### config.mk
export PLATFORM = sky130hd
export DESIGN_NAME = img_window_stream
export DESIGN_NICKNAME = d
export VERILOG_FILES = /design/src/rtl/img_pkg.sv /design/src/rtl/pix_fifo.sv /design/src/rtl/img_window_stream.sv
export SDC_FILE = /design/constraint.sdc
export NUM_CORES = 1
export LEC_CHECK = 0
export ABC_AREA = 1
export CORE_MARGIN = 10
export CORE_UTILIZATION = 44
export DETAILED_ROUTE_END_ITERATION = 8
export HOLD_SLACK_MARGIN = 0.06
export PLACE_DENSITY = 0.73
export SYNTH_ARGS = -nofsm -noshare
export SYNTH_HDL_FRONTEND = slang
export SYNTH_SLANG_ARGS = --single-unit
### constraint.sdc
create_clock -name clk -period 16.6 [get_ports clk]
set_input_delay 2.49 -clock clk [delete_from_list [all_inputs] [get_ports clk]]
set_output_delay 2.49 -clock clk [all_outputs]
set_load 0.1 [all_outputs]
### src/rtl/img_pkg.sv
// rtl/img_pkg.sv - shared image geometry, pixel type and window-stream state encodings
package img_pkg;

  localparam int IMG_DIM    = 20;
  localparam int BIT_LENGTH = 5;

  typedef logic [BIT_LENGTH-1:0] pixel_t;

  typedef enum logic [1:0] {
    IDLE,
    LOAD,
    DRAIN,
    DONE
  } win_state_t;

endpackage

### src/rtl/pix_fifo.sv
// rtl/pix_fifo.sv - pixel FIFO, NPIX-wide write of wr_cnt lanes, 1-wide read, depth 2*NPIX
module pix_fifo #(
  parameter  int W     = 5,
  parameter  int NPIX  = 3,
  localparam int DEPTH = 2 * NPIX,
  localparam int CNTW  = $clog2(DEPTH + 1),
  localparam int AW    = $clog2(DEPTH),
  localparam int PW    = $clog2(2 * DEPTH)
) (
  input  logic              clk,
  input  logic              reset,
  input  logic              wr_en,
  input  logic [CNTW-1:0]   wr_cnt,
  input  logic [NPIX*W-1:0] wr_data,
  input  logic              rd_en,
  output logic [W-1:0]      rd_data,
  output logic [CNTW-1:0]   count
);

  logic [W-1:0]  mem [DEPTH];
  logic [AW-1:0] wr_ptr;
  logic [AW-1:0] rd_ptr;

  // Depth is not a power of two, so pointer sums are folded back by one subtraction.
  function automatic logic [AW-1:0] wrap(input logic [PW-1:0] v);
    logic [PW-1:0] t;
    t = (v >= PW'(DEPTH)) ? v - PW'(DEPTH) : v;
    return t[AW-1:0];
  endfunction

  assign rd_data = mem[rd_ptr];

  always_ff @(posedge clk or posedge reset) begin
    if (reset) begin
      wr_ptr <= '0;
      rd_ptr <= '0;
      count  <= '0;
      for (int i = 0; i < DEPTH; i++) mem[i] <= '0;
    end else begin
      if (wr_en) begin
        for (int i = 0; i < NPIX; i++)
          if (CNTW'(i) < wr_cnt) mem[wrap(PW'(wr_ptr) + PW'(i))] <= wr_data[i*W +: W];
        wr_ptr <= wrap(PW'(wr_ptr) + PW'(wr_cnt));
      end
      if (rd_en) rd_ptr <= wrap(PW'(rd_ptr) + PW'(1));
      count <= count + (wr_en ? wr_cnt : '0) - CNTW'(rd_en);
    end
  end

endmodule

### src/rtl/img_window_stream.sv
// rtl/img_window_stream.sv - raster pixel stream in, every fully-inside KSIZE x KSIZE window out
module img_window_stream #(
  parameter  int IMG_DIM    = img_pkg::IMG_DIM,
  parameter  int BIT_LENGTH = img_pkg::BIT_LENGTH,
  parameter  int NPIX       = 3,
  parameter  int KSIZE      = 3,
  localparam int CW         = $clog2(IMG_DIM)
) (
  input  logic                              clk,
  input  logic                              reset,
  input  logic                              in_valid,
  output logic                              in_ready,
  input  logic [NPIX*BIT_LENGTH-1:0]        pixel_in,
  output logic                              win_valid,
  input  logic                              win_ready,
  output logic [KSIZE*KSIZE*BIT_LENGTH-1:0] win_data,
  output logic [CW-1:0]                     win_row,
  output logic [CW-1:0]                     win_col,
  output logic                              win_last,
  output logic                              frame_done
);
  import img_pkg::*;

  localparam int B     = BIT_LENGTH;
  localparam int TOTAL = IMG_DIM * IMG_DIM;
  localparam int TW    = $clog2(TOTAL + 1);
  localparam int CNTW  = $clog2(2 * NPIX + 1);
  localparam int H     = (KSIZE - 1) / 2;

  win_state_t    state, state_next;
  logic [TW-1:0] in_cnt, remaining;
  logic [CNTW-1:0] wr_cnt, fifo_count;
  logic [B-1:0]  fifo_data;
  logic          accept, last_beat, out_free, consume, emit_now, fire_last;
  logic [CW-1:0] r, c;
  logic [B-1:0]  lb  [KSIZE-1][IMG_DIM];
  logic [B-1:0]  sr  [KSIZE][KSIZE];
  logic [B-1:0]  col [KSIZE];
  logic          emit_p, em_last;
  logic [CW-1:0] em_row, em_col;

  assign in_ready   = (state == LOAD) && (fifo_count <= CNTW'(NPIX));
  assign accept     = in_valid && in_ready;
  assign remaining  = TW'(TOTAL) - in_cnt;
  assign wr_cnt     = (remaining < TW'(NPIX)) ? CNTW'(remaining) : CNTW'(NPIX);
  assign last_beat  = accept && (remaining <= TW'(NPIX));
  assign out_free   = !win_valid || win_ready;
  assign consume    = (fifo_count != '0) && out_free;
  assign emit_now   = consume && (r >= CW'(KSIZE - 1)) && (c >= CW'(KSIZE - 1));
  assign fire_last  = win_valid && win_ready && win_last;
  assign frame_done = (state == DONE);

  pix_fifo #(.W(B), .NPIX(NPIX)) u_fifo (
    .clk     (clk),
    .reset   (reset),
    .wr_en   (accept),
    .wr_cnt  (wr_cnt),
    .wr_data (pixel_in),
    .rd_en   (consume),
    .rd_data (fifo_data),
    .count   (fifo_count)
  );

  always_ff @(posedge clk or posedge reset) begin
    if (reset) state <= IDLE;
    else       state <= state_next;
  end

  always_comb begin
    state_next = state;
    case (state)
      IDLE:    state_next = LOAD;
      LOAD:    if (last_beat) state_next = DRAIN;
      DRAIN:   if (fire_last && fifo_count == '0) state_next = DONE;
      DONE:    state_next = IDLE;
      default: state_next = IDLE;
    endcase
  end

  always_ff @(posedge clk or posedge reset) begin
    if (reset)               in_cnt <= '0;
    else if (state == IDLE)  in_cnt <= '0;
    else if (accept)         in_cnt <= in_cnt + TW'(wr_cnt);
  end

  // New column entering the window: older rows from the line buffers, newest pixel at the bottom.
  always_comb begin
    for (int i = 0; i < KSIZE - 1; i++) col[i] = lb[i][c];
    col[KSIZE-1] = fifo_data;
  end

  always_ff @(posedge clk or posedge reset) begin
    if (reset) begin
      r <= '0;
      c <= '0;
      for (int i = 0; i < KSIZE - 1; i++)
        for (int j = 0; j < IMG_DIM; j++) lb[i][j] <= '0;
      for (int i = 0; i < KSIZE; i++)
        for (int j = 0; j < KSIZE; j++) sr[i][j] <= '0;
    end else if (consume) begin
      for (int i = 0; i < KSIZE - 2; i++) lb[i][c] <= lb[i+1][c];
      lb[KSIZE-2][c] <= fifo_data;
      for (int i = 0; i < KSIZE; i++) begin
        for (int j = 0; j < KSIZE - 1; j++) sr[i][j] <= sr[i][j+1];
        sr[i][KSIZE-1] <= col[i];
      end
      if (c == CW'(IMG_DIM - 1)) begin
        c <= '0;
        r <= (r == CW'(IMG_DIM - 1)) ? '0 : r + CW'(1);
      end else begin
        c <= c + CW'(1);
      end
    end
  end

  // One pending-window stage: sr already holds the window while emit_p waits for the output slot.
  always_ff @(posedge clk or posedge reset) begin
    if (reset) begin
      emit_p  <= 1'b0;
      em_row  <= '0;
      em_col  <= '0;
      em_last <= 1'b0;
    end else if (out_free) begin
      emit_p <= emit_now;
      if (emit_now) begin
        em_row  <= r - CW'(H);
        em_col  <= c - CW'(H);
        em_last <= (r == CW'(IMG_DIM - 1)) && (c == CW'(IMG_DIM - 1));
      end
    end
  end

  always_ff @(posedge clk or posedge reset) begin
    if (reset) begin
      win_valid <= 1'b0;
      win_data  <= '0;
      win_row   <= '0;
      win_col   <= '0;
      win_last  <= 1'b0;
    end else if (out_free) begin
      win_valid <= emit_p;
      win_last  <= emit_p && em_last;
      if (emit_p) begin
        win_row <= em_row;
        win_col <= em_col;
        for (int i = 0; i < KSIZE; i++)
          for (int j = 0; j < KSIZE; j++) win_data[(i*KSIZE+j)*B +: B] <= sr[i][j];
      end
    end
  end

endmodule
* Word level (Yosys, flattened, before mapping)
Cells that the tools add are included.
** Storage, ports and cells
- Flip-flop bits (word level) :: 374
- Bits in latches :: 0
- Bits in writable memories :: 0
- ROM bits :: 0
- Bits of input ports :: 19
- Output and inout port bits :: 59
- Logic and storage cells :: 188
- Memories kept :: 0
** Cells by class
- Add/sub/neg operators :: 17
- $mul :: 0
- Div/mod/pow operators :: 0
- Magnitude comparators :: 22
- Eq/ne operators :: 7
- Shift-type cells :: 0
- Multiplexer cells :: 41
- Bitwise gates (word level) :: 5
- Reduce and logical (&&, ||, !) cells :: 25
** Operators by type and width (number)
- 100-bit bitwise mux :: 2
- 30-bit 2-to-1 mux :: 5
- 30-bit bitwise mux :: 3
- 5-bit 2-to-1 mux :: 12
- 5-bit binary-select mux with 5-bit select :: 2
- 5-bit demux with 3-bit select :: 3
- 5-bit demux with 5-bit select :: 1
- 3-bit 2-to-1 mux :: 7
- 9-bit 2-to-1 mux :: 2
- 4-bit by 3-bit >= comparator with 1-bit output, second input constant :: 4
- 4-bit >= comparator, second input constant :: 4
- 3-bit NOT with 4-bit output :: 4
- 5-bit binary-select mux with 3-bit select :: 1
- 1-bit logical AND :: 15
- 3-bit subtractor, second input constant :: 5
- 4-bit by 1-bit < comparator with 1-bit output, second input constant :: 3
- 5-bit by 1-bit adder with 5-bit output, second input constant :: 2
- 5-bit equality test, second input constant :: 2
- 5-bit by 2-bit >= comparator with 1-bit output, second input constant :: 2
- 5-bit by 1-bit subtractor with 5-bit output, second input constant :: 2
- 9-bit by 3-bit adder with 9-bit output :: 1
- 9-bit by 2-bit <= comparator with 1-bit output, second input constant :: 1
- 9-bit by 2-bit < comparator with 1-bit output, second input constant :: 1
- 9-bit subtractor, first input constant :: 1
- 24 further kinds :: 32

* Longest topological paths before layout
Gate-level depths: netlist (run 1).
- Depth in word-level cells :: 15
- Gate-level depth with buffers :: 17
- Gate-level depth less buffers :: 17

* Hierarchy
A second synthesis (run 1) with hierarchy kept.
** Second synthesis, totals
- Cells, all modules :: 2163
- Area total of the unflattened synthesis :: 18054.8 um2
** By module, submodules not included
- img_window_stream :: instances 1, cells an instance 1582, area an instance 14511.4 um2, sequential area each 8383.0 um2
- pix_fifo :: instances 1, cells an instance 581, area an instance 3543.4 um2, sequential area each 975.9 um2

* Worst setup path after synthesis (run 1)
No wires, ideal clock.
- Kind :: in2reg
- Start point :: input port win_ready
- End point :: register u_fifo.count[2]
- Library setup time :: 0.129 ns
- Arrival time :: 4.316 ns
- Required time :: 16.471 ns
- Setup slack :: 12.155 ns
- Stages :: 13
- Buffers on the path :: 2
- Path through :: nor2_2 inv_2 nand2_2 inv_2 buf_2 clkbuf_1 ha_1 inv_1 ha_1 inv_1 fa_1 xnor2_1 xor2_1
** On the way
- Word-level cells in the longest chain between the ends :: 3
** RTL lines
- start: declaration :: line img_window_stream.sv:15 : input logic win_ready,
- 1-bit logical OR :: line img_window_stream.sv:47 : assign out_free = !win_valid || win_ready;
- 1-bit logical AND :: line img_window_stream.sv:48 : assign consume = (fifo_count != '0) && out_free;
- named net consume :: line img_window_stream.sv:34 : logic accept, last_beat, out_free, consume, emit_now, fire_last;
- 3-bit by 1-bit subtractor with 3-bit output :: line pix_fifo.sv:46 : count <= count + (wr_en ? wr_cnt : '0) - CNTW'(rd_en);
- end signal: assignment :: line pix_fifo.sv:46
- end: declaration :: line pix_fifo.sv:17 : output logic [CNTW-1:0] count
The timed path passes the listed nets, and every way through them passes these cells.
A chain may end at the register's enable or synchronous reset.

==> flow_metrics.py, run 1 <==
metrics = {
    "hold_path": {
        "min_from": "lb[165]$_DFFE_PP0P_",
        "worstHoldPathType": "flip-flop to flip-flop",
    },
    "cells_and_area": {
        "drive_gt1_share_pct": 13.03,
        "diodes": 0,
        "stdcell_count": 2749,
        "final_common_cell": "nand2_1",
        "final_nets": 2233,
        "synthToLayoutAreaGrowth_pct": 12.55,
        "final_util_pct": 50.15,
        "layout_common_cells": "410 x nand2_1, 373 x dfrtp_1, 214 x o21ai_0",
    },
    "clocking": {
        "htreeDepth": 2,
        "path_clk_slew_ns": 0.06,
        "post_cts_buffers": 0,
        "clock_path_buffers": 3,
        "numCtsBuffers": 41,
        "cts_hold_buf": 0,
        "cts_resized": 0,
        "cts_tree": "yes",
        "numClockSinks": 374,
        "clk_latency_ns": 0.57,
        "clockRootBuffer": "clkbuf_16",
    },
    "placed_design": {
        "dp.cells": 2679,
        "gp_congestion": 0.9004,
        "dp_hpwl_mm": 32.13,
        "io_buffers": 77,
    },
    "outcome": {
        "outcome": "complete, no violations",
    },
    "timing": {
        "rsz0062_at_grt": "false",
        "final-hold-violation-count": 0,
        "final_max_slew_viol_count": 0,
        "fin_worst_skew_ns": 0.01967,
        "max_freq_mhz": 193.7,
        "fin_tns_setup_ns": 0,
        "tightestPinTransition_ns": 1.120,
        "fin_crit_sh_pct": 31.10,
        "max_slew_margin_pct": 25.00,
        "period_minus_slack_ns": 5.163,
        "final-setup-viol-count": 0,
    },
    "worst_setup_path": {
        "startpoint": "reset",
        "cp_max_fo": 138,
        "crit_type": "primary input to async pin",
        "cp-start-kind": "primary input",
        "end_kind": "async pin",
        "cp.arrival_ns": 5.69,
        "required_ns": 17.13,
        "rr_startpoint": "c[0]$_DFFE_PP0P_",
    },
    "synthesis": {
        "synth_top_area_share_pct": 50.07,
        "muxShareOfSynthArea_pct": 1.506,
        "syn-num-nets": 2208,
        "synth_flop_cell": "dfrtp_1",
        "synthTopCellsByArea": "dfrtp_1 50%, nand2_1 8.3%, o21ai_0 5.7%, o21ai_1 4.3%, inv_1 3.7%",
        "synth-xor-area-share_pct": 0.7966,
        "synth_edf_count": 0,
        "synthAdderAreaFrac_pct": 2.156,
        "synth_compound_area_share_pct": 19.88,
        "yosysSeqAreaShare_pct": 50.07,
        "synth_seq_cells": 374,
        "synth-simple-area-share_pct": 17.65,
        "async_flop_share_pct": 100.0,
        "syn_area_sq_um": 18690,
        "synthCells": 2158,
        "synth_area_leader_cell": "dfrtp_1",
        "synth.avg_cell_area_sq_um": 8.661,
        "synth_top_family_by_area": "compound AO/OA/AOI/OAI gates",
        "yosys_warnings": 0,
        "synthDistinctLibCells": 53,
    },
    "drt": {
        "ant_nets": 0,
        "first_pass_iters": 7,
        "drc_errors": 0,
        "wl_per_cell_um": 18.17,
        "first_iter_violations": 1804,
        "vias_per_cell": 5.628,
        "drt_wl_total_mm": 49.96,
        "vias": 15471,
    },
    "power": {
        "peakVddDrop_mv": 0.1159,
        "p_clk_share_pct": 18.6,
        "p_comb_share_pct": 50.6,
        "finalPower_mw": 4.922,
        "powerDensity_nw_per_um2": 234.0,
        "switching_share_pct": 48.94,
        "intPower_mw": 2.513,
        "pwr-share-seq_pct": 30.8,
        "leakagePower_nw": 9.709,
        "p_sw_mw": 2.409,
    },
    "global_routing": {
        "antenna_found_initial": 0,
        "grt_max_degree": 139,
        "grt_pass1_wl_mm": 82.10,
        "grtUsageTotal_pct": 19.65,
        "first_global_vias": 15282,
        "grt_remaining_overflow": 0,
    },
    "floorplan": {
        "dieWidth_um": 226.1,
        "die_h_um": 226.1,
        "ios": 78,
        "core_area_sq_um": 41950,
        "start_util_pct": 44.56,
        "fp.dieArea_sq_um": 51120,
        "row_count": 75,
    },
    "run": {
        "cap_violations": 0,
    },
}
==> routing by layer <==
layer	global-route usage, %	part of all wire [%]
met1	26.29	43
met2	31.33	45
met3	3.788	9.0
met4	6.752	3.1
met5	0	0
==> synthesized netlist by cell type (4+ instances only) <==
| library cell | n |
|---|---|
| buf_1 | 9 |
| nand2_2 | 10 |
| nor3_1 | 5 |
| a21oi_2 | 7 |
| o21ai_0 | 214 |
| nor4_4 | 4 |
| o211ai_1 | 5 |
| nand3_2 | 6 |
| a21boi_2 | 30 |
| o21ai_1 | 160 |
| o22ai_1 | 32 |
| inv_1 | 183 |
| a22oi_1 | 5 |
| buf_4 | 17 |
| buf_6 | 7 |
| nand4_1 | 37 |
| a31oi_1 | 45 |
| buf_2 | 44 |
| nor2_4 | 11 |
| xnor2_1 | 7 |
| a22o_1 | 10 |
| a21oi_1 | 116 |
| xor2_1 | 10 |
| nand2_1 | 411 |
| nor2_8 | 4 |
| nand2_4 | 4 |
| inv_2 | 49 |
| mux2_2 | 25 |
| nor2_2 | 9 |
| nor2_1 | 140 |
| dfrtp_1 | 374 |
| nand3_1 | 47 |
| or2_2 | 16 |
| ha_1 | 29 |
| o21ai_2 | 20 |
| clkbuf_1 | 33 |
==> final cells by class <==
class / instances / area [sq um]
well taps: 539 / 674.4
flip-flops and latches: 374 / 9360
fillers: 3818 / 20910
clock buffers: 52 / 1127
inverters: 237 / 903.4
multi-input cells: 1437 / 7868
repair buffers: 92 / 883.3
clock inverters: 18 / 220.2
==> registers in the layout, indices dropped and copies added, names as in the netlist, 2 cells and up <==
name           cells
c                  5
em_col             5
em_row             5
in_cnt             9
lb               200
r                  5
sr                45
state              2
u_fifo.count       3
u_fifo.mem        30
u_fifo.rd_ptr      3
u_fifo.wr_ptr      3
win_col            5
win_data          45
win_row            5
==> metrics by stage <==
stage | hold WS (ns) | instance area [sq um] | setup WS [ns]
after floorplan | 0.4492 | 18690 | 3.723
after global placement | 0.4630 | 19690 | 10.80
after detailed placement | 0.4631 | 19690 | 10.73
after CTS | 0.4777 | 21040 | 11.34
after global routing | 0.5039 | 21040 | 10.94
final | 0.4745 | 21040 | 11.44
==> power by group through the flow <==
stage	clock [mW]	combinational, mW	sequential, mW
floorplan	0	1.49	1.87
global placement	0	2.39	1.51
detailed placement	0	2.46	1.52
CTS	0.929	2.47	1.51
global route	0.968	2.72	1.56
finish	0.917	2.49	1.51
==> critical path, stage by stage <==
cell,delay [ns]
clkdlybuf4s50_1,0.49
inv_8,0.68
buf_4,0.90
buf_4,0.92
==> kinds of logic after synthesis <==
| family | after synthesis |
|---|---|
| and+or+nand+nor | 715 |
| AOI/OAI and AO/OA | 648 |
| DFF | 374 |
| buffers and inverters | 347 |
| adders and majority gates | 31 |
| muxes | 25 |
| xor gates and xnor gates | 17 |
| other | 1 |
==> worst paths after layout <==
kind                       slack, ns                  endpoint  cells past startpoint
max                            11.44        lb[31]$_DFFE_PP0P_                      4
min                             0.47       lb[165]$_DFFE_PP0P_                      2
max reg2reg                    12.64       lb[125]$_DFFE_PP0P_                     10
min reg2reg                     0.47       lb[165]$_DFFE_PP0P_                      2
max in group clk               11.50       lb[199]$_DFFE_PP0P_                      9
min in group asynchronous       2.55  win_data[15]$_DFFE_PP0P_                      2
No activity file was read; power rests on OpenSTA's default activity.
==> run 2, diff against run 1 <==
Clock period 16.6 ns to 4.8 ns, I/O delays scaled along.
==> flow_metrics.py, run 2 (same netlist as run 1, synthesis figures left out) <==
metrics = {
    "global_routing": {
        "grt_remaining_overflow": 0,
        "first_global_vias": 15214,
        "grtUsageTotal_pct": 19.66,
        "grt_max_degree": 129,
        "antenna_found_initial": 0,
        "grt_pass1_wl_mm": 82.21,
    },
    "power": {
        "peakVddDrop_mv": 0.4790,
        "powerDensity_nw_per_um2": 807.8,
        "p_sw_mw": 8.282,
        "switching_share_pct": 48.38,
        "p_comb_share_pct": 50.5,
        "intPower_mw": 8.836,
        "finalPower_mw": 17.12,
        "p_clk_share_pct": 19.1,
        "pwr-share-seq_pct": 30.4,
        "leakagePower_nw": 9.770,
    },
    "floorplan": {
        "ios": 78,
        "die_h_um": 226.1,
        "start_util_pct": 44.56,
        "fp.dieArea_sq_um": 51120,
        "row_count": 75,
        "core_area_sq_um": 41950,
        "dieWidth_um": 226.1,
    },
    "worst_setup_path": {
        "path_cells": "inv_2 > ha_1 > inv_1 > nor2_1 > inv_2 > nor2_1 > inv_2 > nand2_1 > o21ai_2",
        "cp_max_fo": 47,
        "path_buf_inv": 4,
        "crit_type": "flip-flop to flip-flop",
        "cp_slowest_cell": "inv_2",
        "crit_path_max_incr_delay_ns": 0.71,
        "end_kind": "flip-flop",
        "critPathTopFamily": "buffers and inverters",
        "cp-start-kind": "flip-flop",
        "required_ns": 5.23,
        "cp.arrival_ns": 3.98,
        "crit_top_cell": "inv_2",
    },
    "cells_and_area": {
        "largest_reg_flops": 200,
        "layout_common_cells": "410 x nand2_1, 373 x dfrtp_1, 214 x o21ai_0",
        "final_common_cell": "nand2_1",
        "regMostFlops": "lb",
        "synthToLayoutAreaGrowth_pct": 13.38,
        "diodes": 0,
        "stdcell_count": 2759,
        "drive_gt1_share_pct": 13.42,
        "final_nets": 2242,
        "final_area_sq_um": 21190,
        "reg.largest.list": "lb x200, sr x45, win_data x45",
        "fillers": 3792,
    },
    "clocking": {
        "htreeDepth": 2,
        "cts_hold_buf": 0,
        "cts_tree": "yes",
        "cts_resized": 0,
        "post_cts_buffers": 0,
        "numCtsBuffers": 40,
        "clockRootBuffer": "clkbuf_16",
        "numClockSinks": 374,
        "clock_path_buffers": 3,
        "path_clk_slew_ns": 0.06,
        "clk_latency_ns": 0.56,
    },
    "drt": {
        "route.met2.wl_mm": 23.51,
        "first_pass_iters": 6,
        "first_iter_violations": 1680,
        "highest_layer": "met4",
        "wl_per_cell_um": 18.14,
        "wl_met1_mm": 21.58,
        "vias_per_cell": 5.608,
        "drc_errors": 0,
        "vias": 15473,
        "ant_nets": 0,
        "drt_wl_total_mm": 50.05,
        "wl_met3_mm": 3.593,
    },
    "run": {
        "cap_violations": 0,
    },
    "outcome": {
        "outcome": "complete, no violations",
    },
    "hold_path": {
        "worstHoldPathType": "flip-flop to flip-flop",
    },
    "placed_design": {
        "dp_hpwl_mm": 33.06,
        "io_buffers": 77,
        "dp.cells": 2689,
        "gp_congestion": 0.9069,
        "placed_area_sq_um": 19790,
    },
    "timing": {
        "final-hold-violation-count": 0,
        "max_freq_mhz": 281.9,
        "fin_worst_skew_ns": 0.02121,
        "final_max_slew_viol_count": 0,
        "final-setup-viol-count": 0,
        "period_minus_slack_ns": 3.547,
        "max_slew_margin_pct": 20.51,
        "rsz0062_at_grt": "false",
        "tightestPinTransition_ns": 1.187,
        "fin_crit_sh_pct": 73.90,
    },
}
## run 2: changes by cell type in the layout (fill, tap and decap cells not counted), sizes merged
cell      change
clkinvlp      +4
bufinv        +1
clkbuf        +4
inv           -1
clkinv        -8
buf          +10
## run 2: worst paths after layout
path	slack, ns	endpoint	startpoint	cells past startpoint
hold reg to reg	0.48	sr[44]$_DFFE_PP0P_	sr[44]$_DFFE_PP0P_	2
setup / recovery	1.25	lb[145]$_DFFE_PP0P_	c[0]$_DFFE_PP0P_	9
max in group asynchronous	2.91	u_fifo.mem[19]$_DFFE_PP0P_	reset	3
min in group asynchronous	0.67	sr[20]$_DFFE_PP0P_	reset	2
hold / removal	0.48	sr[44]$_DFFE_PP0P_	sr[44]$_DFFE_PP0P_	2
setup reg to reg	1.25	lb[145]$_DFFE_PP0P_	c[0]$_DFFE_PP0P_	9
## run 2: power by group through the flow
stage | registers, mW | clock network (mW) | logic, mW
detailed placement | 5.23 | 0 | 8.53
global placement | 5.19 | 0 | 8.31
global route | 5.35 | 3.44 | 9.45
finish | 5.20 | 3.28 | 8.64
CTS | 5.19 | 3.32 | 8.58
floorplan | 6.47 | 0 | 5.17
## run 2: per-layer routing
layer	up-vias	track usage [%]
met1	7466	26.10
met4	0	5.973
met3	126	3.399
met2	615	32.25
li1	7266	-
met5	-	0
## run 2: tightest hold or removal path: stages, from the launching register on
cell,delay (ns)
dfrtp_1,0.34
nand2_1,0.05
o21ai_0,0.05
## run 2: final cells by class
class                      instances  area [sq um]  share of cell area (%)
clock inverter                    14         215.2                   1.016
tap                              539         674.4                   3.183
clock buffer                      56          1182                   5.580
inverter                         237         899.6                   4.245
timing repair buffer             102         996.0                   4.700
multi-input combinational       1437          7863                   37.10
sequential                       374          9360                   44.17
## run 2: per-stage QoR
stage | hold slack, ns | worst slack, ns | utilization [%] | TNS [ns]
after floorplan | 0.4492 | -0.9421 | - | -352.35
after global placement | 0.4597 | 1.321 | 47.19 | 0
after detailed placement | 0.4634 | 1.332 | 47.19 | 0
after CTS | 0.4779 | 1.311 | 50.52 | 0
after global routing | 0.5000 | 1.017 | 50.52 | 0
final | 0.4801 | 1.253 | 50.52 | 0
